[src/rtl/core_pkg.sv]
// Shared constants and types for the LEGv8 pipeline front end.
// NOP_INSTR is ADD XZR,XZR,XZR, the canonical pipeline bubble.
package core_pkg;
  localparam int          IW        = 32;
  localparam logic [31:0] NOP_INSTR = 32'h8b1f03ff;
  localparam logic [63:0] PC_RESET  = 64'd0;

  typedef enum logic {BOOT, RUN} fetch_state_t;
endpackage

[src/rtl/fetch_pipe_reg.sv]
// IF/ID pipeline register: async active-low reset, enable (not stalled)
// and a synchronous clear that injects a bubble; clear beats enable.
module fetch_pipe_reg #(
  parameter int N  = 64,
  parameter int IW = 32
) (
  input  logic          clk_i,
  input  logic          rst_ni,
  input  logic          en_i,
  input  logic          clr_i,
  input  logic [IW-1:0] instr_i,
  input  logic [N-1:0]  pc_i,
  input  logic          valid_i,
  output logic [IW-1:0] instr_o,
  output logic [N-1:0]  pc_o,
  output logic          valid_o
);
  import core_pkg::*;

  logic [IW-1:0] instr_q;
  logic [N-1:0]  pc_q;
  logic          valid_q;

  always_ff @(posedge clk_i or negedge rst_ni) begin
    if (!rst_ni) begin
      instr_q <= IW'(NOP_INSTR);
      pc_q    <= N'(PC_RESET);
      valid_q <= 1'b0;
    end else if (clr_i) begin
      instr_q <= IW'(NOP_INSTR);
      pc_q    <= '0;
      valid_q <= 1'b0;
    end else if (en_i) begin
      instr_q <= instr_i;
      pc_q    <= pc_i;
      valid_q <= valid_i;
    end
  end

  assign instr_o = instr_q;
  assign pc_o    = pc_q;
  assign valid_o = valid_q;
endmodule

[src/rtl/fetch_stage.sv]
// LEGv8 IF stage: PC register, instruction-ROM addressing and the IF/ID
// register, with branch redirect, stall, flush and out-of-ROM detection.
module fetch_stage #(
  parameter int N  = 64,
  parameter int IW = core_pkg::IW,
  parameter int AW = 7
) (
  input  logic          clk,
  input  logic          reset,
  input  logic          stall_F,
  input  logic          flush_D,
  input  logic          pcsrc,
  input  logic [N-1:0]  branch_target,
  output logic [AW-1:0] imem_addr,
  input  logic [IW-1:0] imem_q,
  output logic [N-1:0]  pc_F,
  output logic [IW-1:0] instr_D,
  output logic [N-1:0]  pc_D,
  output logic          valid_D,
  output logic          oob_F,
  output logic [31:0]   fetch_count
);
  import core_pkg::*;

  fetch_state_t  state_q;
  logic [N-1:0]  pc_q, pc_d;
  logic [31:0]   count_q, count_d;
  logic          ifIdClr, ifIdEn, accept;
  logic [IW-1:0] fetchInstr;
  logic          fetchValid;

  // A redirect outranks a stall so a wrong-path PC is never held.
  always_comb begin
    pc_d = pc_q + N'(4);
    if (pcsrc)        pc_d = branch_target & ~N'(3);
    else if (stall_F) pc_d = pc_q;
  end

  assign oob_F      = |pc_q[N-1:AW+2];
  assign imem_addr  = (state_q == BOOT) ? '0 : pc_q[AW+1:2];
  assign fetchInstr = oob_F ? IW'(NOP_INSTR) : imem_q;
  assign fetchValid = ~oob_F;

  assign ifIdClr = flush_D | pcsrc;
  assign ifIdEn  = ~stall_F;
  assign accept  = ~ifIdClr & ifIdEn & ~oob_F;
  assign count_d = (accept && count_q != 32'hFFFF_FFFF) ? count_q + 32'd1 : count_q;

  always_ff @(posedge clk or negedge reset) begin
    if (!reset) begin
      state_q <= BOOT;
      pc_q    <= N'(PC_RESET);
      count_q <= '0;
    end else begin
      state_q <= RUN;
      pc_q    <= pc_d;
      count_q <= count_d;
    end
  end

  fetch_pipe_reg #(.N(N), .IW(IW)) u_ifid (
    .clk_i   (clk),
    .rst_ni  (reset),
    .en_i    (ifIdEn),
    .clr_i   (ifIdClr),
    .instr_i (fetchInstr),
    .pc_i    (pc_q),
    .valid_i (fetchValid),
    .instr_o (instr_D),
    .pc_o    (pc_D),
    .valid_o (valid_D)
  );

  assign pc_F        = pc_q;
  assign fetch_count = count_q;
endmodule

[config.mk]
export PLATFORM = sky130hd
export DESIGN_NAME = fetch_stage
export DESIGN_NICKNAME = d
export VERILOG_FILES = /design/src/rtl/core_pkg.sv /design/src/rtl/fetch_pipe_reg.sv /design/src/rtl/fetch_stage.sv
export SDC_FILE = /design/constraint.sdc
export NUM_CORES = 1
export LEC_CHECK = 0
export BUFFER_PORTS_ARGS = -buffer_cell sky130_fd_sc_hd__buf_2
export CAP_MARGIN = 10
export CORE_UTILIZATION = 46
export DETAILED_ROUTE_END_ITERATION = 10
export GPL_TIMING_DRIVEN = 0
export MAX_ROUTING_LAYER = met4
export PLACE_DENSITY = 0.79
export SYNTH_ARGS = -nofsm -noshare
export SYNTH_HDL_FRONTEND = slang
export SYNTH_SLANG_ARGS = --single-unit
[constraint.sdc]
create_clock -name clk -period 2.2 [get_ports clk]
set_clock_uncertainty 0.1 [all_clocks]
set_input_delay 0.33 -clock clk [delete_from_list [all_inputs] [get_ports clk]]
set_output_delay 0.33 -clock clk [all_outputs]
set_load 0.01 [all_outputs]
# Yosys cells after proc, flatten, opt, wreduce, memory -nomap -nowiden
# Index checks and enable logic that the tools add are counted.
[totals]
reg_bits = 194
[classes]
addsub = 2
muxes = 10
n_reduce_logical = 2
n_eq_ne = 3
bitwise = 6
[op_table]
columns = ["op", "n"]
rows = [
  ["$mux W64", 4],
  ["$mux W32", 3],
  ["$add A64 B3 Y64 const B", 1],
  ["$reduce_or A55 Y1", 1],
  ["$add A32 B1 Y32 const B", 1],
  ["$ne A32 B32 Y1 const B", 1],
  ["$mux W7", 1],
  ["$ne A2 B1 Y1 const B", 2],
  ["$not A1 Y1", 3],
  ["$and A1 B1 Y1", 2],
  ["$mux W1", 2],
  ["$logic_and A1 B1 Y1", 1],
  ["$or A1 B1 Y1", 1],
]

# Logic depth before layout (Yosys ltp)
# Gate-level depths: netlist of run 1.
[depth]
ltp_word = 5
mapped_depth = 8
ltp_nobuf = 7

# Cells and area by module
# Synthesis of run 1 repeated with hierarchy kept, for this count alone.
[hier_totals]
cells_unflattened = 911
area_unflattened_um2 = 9462.8
[by_module_without_submodules]
columns = ["module", "n_inst", "area_each_um2", "cells_per_inst"]
rows = [
  ["fetch_stage", 1, 5408.9, 596],
  ["fetch_pipe_reg", 1, 4053.9, 315],
]

# Least setup slack after synthesis of run 1
# Ideal clock, no wire load.
[synth_timing]
path_type = "reg2reg"
startpoint = "register pc_q[10], in the netlist pc_F[10]"
endpoint = "register pc_q[35], in the netlist pc_F[35]"
setup_time_ns = 0.125
t_arrival_ns = 2.026
period_less_slack_ns = 2.251
slack_ns = -0.051
path_stages_with_launch = 9
cell_sequence = "dfrtp_1 > buf_2 > nand3_2 > nor4_4 > and3_2 > buf_2 > nand4_1 > xnor2_1 > mux2_2"
[synth_via]
elab_chain_len = 3
[synth_lines]
columns = ["element", "line_no", "source"]
rows = [
  ["start, declared", "fetch_stage.sv:26", "logic [N-1:0] pc_q, pc_d;"],
  ["start signal, assigned", "fetch_stage.sv:52", "pc_q <= N'(PC_RESET);"],
  ["start signal, assigned", "fetch_stage.sv:56", "pc_q <= pc_d;"],
  ["$add A64 B3 Y64", "fetch_stage.sv:34", "pc_d = pc_q + N'(4);"],
  ["$mux W64", "fetch_stage.sv:36", "else if (stall_F) pc_d = pc_q;"],
  ["$mux W64", "fetch_stage.sv:35", "if (pcsrc) pc_d = branch_target & ~N'(3);"],
]
# No other way between the ends. The select of a mux whose other input is x is not followed.
# A chain may end at the register's enable or synchronous reset.

# Final worst setup path of run 1
[layout_timing]
startpoint = "register pc_q[34], in the netlist pc_F[34]"
endpoint = "output port oob_F"
[layout_via]
elab_chain_len = 1
[layout_lines]
columns = ["element", "line_no", "source"]
rows = [
  ["$reduce_or A55 Y1", "fetch_stage.sv:39", "assign oob_F = |pc_q[N-1:AW+2];"],
  ["end, declared", "fetch_stage.sv:20", "output logic oob_F,"],
]
# No other way between the ends.

==> metrics.yaml, run 1 <==
floorplan:
  core_area_um2: 18700
  die_x_um: 140
  initial_utilization_pct: 46.8
  fp-row-count: 50
  pin_count: 302
  fp.dieH_um: 140
  fp.dieArea_um2: 19600
finish:
  final_nets: 1281
  area_growth_pct: 43.2
  drive_gt1_share_pct: 45.1
  instances_no_fill: 1431
  nFillCells: 1398
power:
  power_uw: 8110
  ir_drop_mv: 0.535
  clockPowerShare_pct: 40.0
  p_int_uw: 5920
  seqPwrFrac_pct: 48.2
  p_switching_uw: 2190
  switching_share_pct: 27.0
  pwr_density_cell_nw_per_um2: 646
  p_comb_share_pct: 11.8
  p_leak_uw: 0.00625
route:
  firstDrtPassIters: 6
  via_per_inst: 5.78
  via_count: 8278
  wl_mm: 28.8
  drt_iter0_markers: 652
  route.detailed.drc: 0
  postRouteAntennaNets: 0
  post_drt_wl_per_cell_um: 20.1
synth:
  synth_area_leader_cell: "dfrtp_1"
  synth_edf_count: 0
  ys_ff_latch: 191
  synth.avg_cell_area_um2: 10.9
  yosysWarnings: 0
  yosys.area.top_type_share_pct: 49.1
  synth_cells: 804
  synth_flop_cell: "dfrtp_1"
  synthMostInstantiatedCell: "dfrtp_1"
  synthTopCellsByCount: "dfrtp_1, nand2_1, a22o_1, xor2_1, o21ai_0"
  seq_area_frac_synth_pct: 54.8
  netlist_area_um2: 8760
  async_reset_ff_share_pct: 100
  ys_types: 42
  synth.area.top_cells: "dfrtp_1, a22o_1, dfstp_2"
place:
  portBuffers: 296
  place_ws_ns: -0.615
  dp_cells: 1336
  dpl.hpwl_mm: 19.0
  place_congestion: 0.895
timing:
  period_minus_slack_ns: 2.56
  slew_headroom_pct: 53.4
  final.period_utilization_pct: 116
  rsz0062_at_grt: "true"
  setup_slack_ns: -0.358
  setup_viol_count_final: 81
  worstMarginPinSlew_ns: 0.699
  drv_slew: 0
  final_hold_viol_count: 0
  max_freq_ghz: 0.391
worst_setup_path:
  r2r_start: "pc_F[34]"
  critPathCaptureType: "output pin"
  rr_endpoint: "fetch_count[30]"
  path_class: "reg -> out"
  cp_slowest_cell: "dfrtp_2"
  critPathLaunchType: "flop"
  rrSetupSlack_ns: -0.31
  r2r_cells: 10
  cp.required_ns: 1.77
  max_stage_delay_ns: 0.48
  crit_path_frequent_cell: "buf_6"
  path_max_fanout: 7
  path_cells: "nor4_2 -> nand4_1 -> nor4_4 -> buf_6 -> inv_1 -> buf_6"
  cp_data_arrival_time_ns: 2.13
clock_network:
  cts_max_level: 4
  cts_root_buffer: "clkbuf_16"
  clock-sinks: 191
  clockBufferDepth: 2
  path_clk_slew_ns: 0.07
  cts_inserted_buffers: 17
  cts_tree: "yes"
  clock_latency_ns: 0.44
min_path:
  worstHoldStart: "branch_target[31]"
  whs_path_depth: 3
  hold_path_class: "in -> reg"
  min_to: "pc_F[31]"
grt:
  busiest_layer: "met2"
  grt_pass1_wl_mm: 42.8
  antenna_found_initial: 6
  use_met1_pct: 37.9
  grt_max_degree: 118
  use_met2_pct: 44.6
  grt.total_usage_pct: 29.1
  grt_overflow_total: 0
  met3_usage_pct: 4.58
  grt_pass1_vias: 7863
run_status:
  status: "complete, but fails checks"
  violations: "setup timing"
run:
  maxCapViolations: 0
==> worst max-delay path: cells and delay by family (launching register included) <==
kind,cells,cell delay (ns)
buffers and inverters,3,0.33
DFF,1,0.48
and+or+nand+nor,3,0.88
==> sequential cells by signal (all words and copies together) (netlist names) <==
signal	flops
u_ifid.valid_o	1
pc_F	62
u_ifid.instr_o	32
u_ifid.pc_o	63
fetch_count	32
state_q	1
==> per-layer routing <==
metal	vias up	share of wire (%)
li1	3670	-
met1	4106	42
met2	417	48
met3	85	6.5
met4	0	4.0
met5	-	0
==> worst max-delay path by stage <==
stage	start	endpoint	slack, ns	cells past startpoint
3_3_place_gp	reset	u_ifid.instr_o[26]	-2.38	1
6_report	pc_F[34]	oob_F	-0.36	6
2_1_floorplan	pc_F[4]	pc_F[35]	-0.003	8
5_1_grt	pc_F[34]	oob_F	-0.41	6
4_1_cts	pc_F[62]	fetch_count[26]	-0.27	10
3_5_place_dp	pc_F[60]	fetch_count[7]	-0.62	7
==> stage by stage <==
stage	utilization, %	setup TNS (ns)	hold WS, ns	cell area, um^2
2_1_floorplan	-	-0.00344	-0.0656	8790
3_3_place_gp	56.5	-494.58	0.359	10600
3_5_place_dp	56.7	-68.60	0.235	10600
4_1_cts	64.4	-6.89	0.000848	12100
5_1_grt	67.1	-17.28	-0.00847	12500
6_report	67.1	-10.66	0.00200	12500
==> cell usage in the layout, fill, tap and decap left out, drive strengths merged, types with 39 or more instances in the layout <==
cell type	synthesis	layout
xor2	49	49
xnor2	43	43
a22o	75	75
dfrtp	172	172
buf	19	362
nand2	92	92
o21ai	54	54
nand3	39	39
clkbuf	32	50
==> power by group through the flow <==
stage | Sequential, uW | Clock [uW] | Combinational [uW]
after global placement | 3940 | 0 | 801
final | 3910 | 3240 | 960
after global routing | 3930 | 3420 | 1040
after detailed placement | 3940 | 0 | 826
after CTS | 3880 | 3260 | 914
after floorplan | 3950 | 0 | 334
==> area by class of cell <==
class | count | area, um^2 | share of cell area (%)
clock buffer | 21 | 450 | 3.59
inverter | 8 | 30.0 | 0.239
timing repair buffer | 358 | 2120 | 16.9
buffer | 46 | 263 | 2.09
tap | 234 | 293 | 2.33
antenna | 6 | 15.0 | 0.120
sequential | 191 | 4840 | 38.5
clock inverter | 11 | 155 | 1.24
multi-input combinational | 556 | 4390 | 34.9
==> kinds of logic after synthesis <==
family,count (synthesis),synth area share (%)
compound gates,148,12.5
xor+xnor,92,9.20
fa+ha+maj,2,0.286
buf+inv,59,2.91
flops,191,54.8
mux,9,1.14
other cells,2,0.0857
simple gates,301,19.1
==> what timing repair did <==
action | in CTS | in global routing
endpoints found under the setup margin | 156 | 110
endpoints found under the hold margin | 67 | 0
buffers inserted | 31 | 14
hold buffers | 13 | 0
gates resized for setup | 97 | 90
gates cloned | 2 | 3
pin swaps | 25 | 39
Power figures use the tool's default switching activity.
==> inputs of run 2 (changes only) <==
- CAP_MARGIN: 10 -> 40
- CELL_PAD_IN_SITES_DETAIL_PLACEMENT: not set -> 0
- CELL_PAD_IN_SITES_GLOBAL_PLACEMENT: not set -> 1
- CORE_UTILIZATION: 46 -> 35
==> metrics.yaml, run 2 (synthesis gave the netlist of run 1 again) <==
timing:
  final_hold_viol_count: 0  # unchanged
  drv_slew: 0  # unchanged
  rsz0062_at_grt: "true"
  worstMarginPinSlew_ns: 0.886  # +0.187 ns
  max_freq_ghz: 0.387  # -1.1%
  final.period_utilization_pct: 118  # +1.3 points
  tns_ns: -18.44  # -7.78 ns
  period_minus_slack_ns: 2.59  # +0.0279 ns
  setup_slack_ns: -0.386  # -0.0279 ns
  setup_viol_count_final: 82  # +1.2%
  slew_headroom_pct: 40.9  # -12 points
min_path:
  hold_path_class: "in -> reg"
power:
  switching_share_pct: 29.4  # +2.3 points
  pwr_density_cell_nw_per_um2: 611  # -5.4%
  p_leak_uw: 0.00653  # +4.4%
  seqPwrFrac_pct: 49.0  # +0.8 points
  power_uw: 8010  # -1.3%
  p_switching_uw: 2350  # +7.3%
  p_int_uw: 5660  # -4.4%
  ir_drop_mv: 0.518  # -3.2%
  p_comb_share_pct: 12.6  # +0.8 points
  clockPowerShare_pct: 38.4  # -1.6 points
finish:
  drive_gt1_share_pct: 47.7  # +2.6 points
  nFillCells: 2231  # +60%
  layout_commonest_cell: "buf_2"
  final_cell_mix: "buf_2, dfrtp_1, nand2_1"
  largest_reg_flops: 63  # unchanged
  area_growth_pct: 49.5
  final_nets: 1315  # +2.7%
run:
  maxCapViolations: 0  # unchanged
place:
  place_congestion: 0.862  # -3.7%
  dpl.hpwl_mm: 20.4  # +7.2%
  portBuffers: 296  # unchanged
worst_setup_path:
  path_max_fanout: 6  # -1
  path_class: "reg -> out"
  critPathCaptureType: "output pin"
  cp.required_ns: 1.77  # about the same
  critPathLaunchType: "flop"
  cp_data_arrival_time_ns: 2.16  # +0.03 ns
clock_network:
  cts_tree: "yes"
  path_clk_slew_ns: 0.08  # about the same
  clockBufferDepth: 2  # unchanged
  cts_max_level: 4  # unchanged
  clock-sinks: 191  # unchanged
  clock_latency_ns: 0.43  # about the same
  cts_inserted_buffers: 17  # unchanged
  cts_root_buffer: "clkbuf_16"
route:
  postRouteAntennaNets: 0  # unchanged
  via_count: 8125  # -1.8%
  wl_mm: 30.3  # +5.4%
  route.detailed.drc: 0  # unchanged
  firstDrtPassIters: 5  # -1
  post_drt_wl_per_cell_um: 19.5  # -2.9%
  via_per_inst: 5.24  # -9.5%
  drt_iter0_markers: 472  # -28%
grt:
  grt_max_degree: 119  # +0.85%
  antenna_found_initial: 3  # -3
  grt.total_usage_pct: 23.6  # -5.4 points
  grt_overflow_total: 0  # unchanged
  grt_pass1_vias: 7956  # +1.2%
  grt_pass1_wl_mm: 45.7  # +6.8%
run_status:
  status: "complete, but fails checks"
  violations: "setup timing"
floorplan:
  core_area_um2: 24500  # +31%
  fp-row-count: 57  # +14%
  fp.dieH_um: 160  # +14%
  pin_count: 302  # unchanged
  initial_utilization_pct: 35.8  # -11 points
  die_x_um: 160  # +14%
  fp.dieArea_um2: 25700  # +31%
==> run 2: metrics by stage <==
stage,utilization (%),hold slack [ns],cells,cell area (um^2),setup slack [ns]
final,53.6,0.0127,1552,13100,-0.386
after global routing,53.6,0.00953,1552,13100,-0.482
after CTS,50.9,0.0000963,1519,12400,-0.400
after detailed placement,43.9,0.371,1427,10700,-0.669
after global placement,43.7,0.360,1425,10700,-2.59
after floorplan,-,-0.0656,805,8790,-0.00344
==> run 2: worst paths after layout <==
check / slack (ns) / depth (start not counted) / to / from
max in group asynchronous: 0.59 / 3 / pc_F[31] / reset
min: 0.01 / 3 / pc_F[51] / branch_target[51]
max reg2reg: -0.37 / 9 / fetch_count[8] / pc_F[27]
min reg2reg: 0.39 / 1 / fetch_count[20] / fetch_count[20]
max: -0.39 / 5 / oob_F / pc_F[27]
min in group asynchronous: 0.48 / 2 / u_ifid.instr_o[15] / reset
==> run 2: worst max-delay path, stage by stage, from the launching register on <==
cell and delay (ns):
dfrtp_2 0.47, nor4_4 0.29, nand4_1 0.26, nor4_4 0.43, inv_1 0.12, buf_2 0.16
==> run 2: final cells by class <==
cell class	count	area, um^2	area share [%]
Timing Repair Buffer	393	2480	19.0
Buffer	45	243	1.85
Inverter	8	30.0	0.229
Multi-Input combinational cell	556	4530	34.6
Tap cell	324	405	3.09
Sequential cell	191	4840	37.0
Antenna cell	3	7.51	0.0573
Clock inverter	13	119	0.907
Clock buffer	19	443	3.38
==> run 2: timing repair <==
action / 4_1_cts / 5_1_grt
setup buffers: 31 / 35
hold buffers: 26 / 0
setup endpoints to repair: 159 / 155
gates cloned: 6 / 0
gates resized for setup: 133 / 117
endpoints found under the hold margin: 123 / 0
pin swaps: 50 / 63
==> run 2: per-layer routing <==
layer	part of all wire, %	up-vias	global-route usage [%]	wire (um)
met4	2.1	0	8.23	648
met5	0	-	-	0
met2	48	296	36.2	14700
met3	5.1	39	3.56	1530
met1	44	4061	31.9	13400
li1	-	3729	-	-
==> run 2: power groups by stage <==
stage               registers (uW)  logic, uW  clock network [uW]
floorplan                     3950        334                   0
global placement              3950        818                   0
detailed placement            3960        834                   0
CTS                           3920        905                3130
global route                  3950       1100                3270
finish                        3920       1010                3080
==> inputs of run 3 (changes only) <==
- CELL_PAD_IN_SITES_DETAIL_PLACEMENT: 0 -> 2
- CELL_PAD_IN_SITES_GLOBAL_PLACEMENT: 1 -> 2
- CORE_UTILIZATION: 35 -> 28
==> metrics.yaml, run 3 (synthesis gave the netlist of run 1 again) <==
run_status:
  status: "complete, but fails checks"
  violations: "setup timing"
timing:
  drv_slew: 0  # unchanged
  period_minus_slack_ns: 2.68  # +0.0980 ns
  slew_headroom_pct: 37.5  # -3.4 points
  final.period_utilization_pct: 122  # +4.5 points
  setup_viol_count_final: 88  # +7.3%
  setup_slack_ns: -0.484  # -0.0980 ns
  max_freq_ghz: 0.373  # -3.7%
  worstMarginPinSlew_ns: 0.937  # +0.0514 ns
  final_hold_viol_count: 0  # unchanged
  tns_ns: -23.08  # -4.64 ns
  rsz0062_at_grt: "true"
finish:
  instances_no_fill: 1650  # +6.3%
  final_cell_mix: "buf_2, dfrtp_1, nand2_1"
  largest_reg_flops: 63  # unchanged
  final_area_um2: 13500  # +3.1%
  area_growth_pct: 54.2
  drive_gt1_share_pct: 48.0  # +0.37 points
  final_nets: 1341  # +2.0%
  fin_util_pct: 44.1  # -9.5 points
  layout_commonest_cell: "buf_2"
clock_network:
  cts_max_level: 4  # unchanged
  clockBufferDepth: 2  # unchanged
  clock_latency_ns: 0.45  # +0.02 ns
  cts_inserted_buffers: 17  # unchanged
  cts_root_buffer: "clkbuf_16"
  cts_tree: "yes"
  clock-sinks: 191  # unchanged
  path_clk_slew_ns: 0.08  # about the same
power:
  pwr_density_cell_nw_per_um2: 622  # +1.7%
  p_leak_uw: 0.00662  # +1.4%
  ir_drop_mv: 0.496  # -4.3%
grt:
  grt_pass1_wl_mm: 59.3  # +30%
  antenna_found_initial: 3  # unchanged
  grt.total_usage_pct: 25.3  # +1.7 points
  grt_pass1_vias: 9440  # +19%
  grt_overflow_total: 0  # unchanged
  grt_max_degree: 106  # -11%
worst_setup_path:
  path_max_fanout: 6  # unchanged
  path_class: "reg -> reg"
  critPathCaptureType: "flop"
  rrSetupSlack_ns: -0.48  # -0.11 ns
  cp_data_arrival_time_ns: 2.92  # +0.76 ns
  rr_endpoint: "fetch_count[7]"
  cp.required_ns: 2.44  # +0.67 ns
  r2r_start: "pc_F[12]"
  r2r_cells: 10  # +1
  critPathLaunchType: "flop"
route:
  via_per_inst: 5.20  # -0.64%
  postRouteAntennaNets: 0  # unchanged
  firstDrtPassIters: 4  # -1
  wl_mm: 41.0  # +35%
  post_drt_wl_per_cell_um: 24.9  # +27%
  drt_iter0_markers: 413  # -13%
  route.detailed.drc: 0  # unchanged
  via_count: 8583  # +5.6%
place:
  dp_cells: 1499  # +5.0%
  portBuffers: 296  # unchanged
  dpl.hpwl_mm: 25.0  # +23%
  place_congestion: 0.799  # -7.3%
  place_area_um2: 10800  # +0.84%
floorplan:
  die_x_um: 179  # +12%
  fp.dieH_um: 179  # +12%
  pin_count: 302  # unchanged
  fp.dieArea_um2: 32000  # +25%
  fp-row-count: 64  # +12%
  initial_utilization_pct: 28.6  # -7.2 points
  core_area_um2: 30700  # +25%
min_path:
  hold_path_class: "in -> reg"
  whs_path_depth: 2  # -1
  min_to: "u_ifid.instr_o[29]"
  worstHoldStart: "imem_q[29]"
run:
  maxCapViolations: 0  # unchanged
[run 3: per-stage QoR]
step / power, uW / setup slack, ns / hold WS, ns
3_3_place_gp: 4790 / -2.74 / 0.356
3_5_place_dp: 4840 / -0.936 / 0.298
2_1_floorplan: 4290 / -0.00344 / -0.0656
4_1_cts: 8320 / -0.427 / 0.000299
6_report: 8400 / -0.484 / 0.0223
5_1_grt: 8700 / -0.535 / 0.00948
[run 3: worst max path at each step]
stage | from | endpoint | slack [ns] | cells past startpoint
4_1_cts | pc_F[9] | oob_F | -0.43 | 6
2_1_floorplan | pc_F[4] | pc_F[35] | -0.003 | 8
3_3_place_gp | reset | pc_F[50] | -2.74 | 1
5_1_grt | pc_F[41] | fetch_count[26] | -0.53 | 10
6_report | pc_F[12] | fetch_count[7] | -0.48 | 10
3_5_place_dp | pc_F[60] | fetch_count[30] | -0.94 | 7
[run 3: per-layer routing]
metal / vias to the layer above / GRT usage (%) / routed length [um]
met5: - / - / 0
met4: 0 / 6.36 / 806
met3: 59 / 4.24 / 1510
met2: 245 / 43.1 / 21300
met1: 4505 / 31.1 / 17400
li1: 3774 / - / -
[run 3: critical path, cell delays in order, from the launching register on]
cell and delay, ns:
dfrtp_2 0.49, nor3_1 0.32, nand4_1 0.30, nor4_4 0.35
buf_6 0.17, buf_12 0.11, nand3_4 0.10, buf_4 0.19
buf_8 0.14, nor2_4 0.08, xor2_1 0.22
[run 3: timing repair]
action                                  CTS  global route
pin swaps                                74            28
gates resized for setup                 161            92
hold buffers                             47             0
buffers inserted                         37            32
hold endpoints to repair                132             0
gates cloned                              5             1
endpoints found under the setup margin  170           166
[run 3: layout make-up]
class                      count  area [um^2]
clock buffer                  21          472
antenna                        3         7.51
tap                          396          495
fill                        3218        17200
buffer                        46          269
clock inverter                11          126
multi-input combinational    556         4560
inverter                       8         32.5
sequential                   191         4840
timing repair buffer         418         2700
[run 3: report_power, final]
part / internal [uW] / leakage, uW / switching (uW) / total (uW)
Combinational: 486 / 0.00389 / 622 / 1110
Sequential: 3660 / 0.00242 / 283 / 3950
Clock: 1800 / 0.000299 / 1550 / 3340
Total: 5950 / 0.00662 / 2450 / 8400
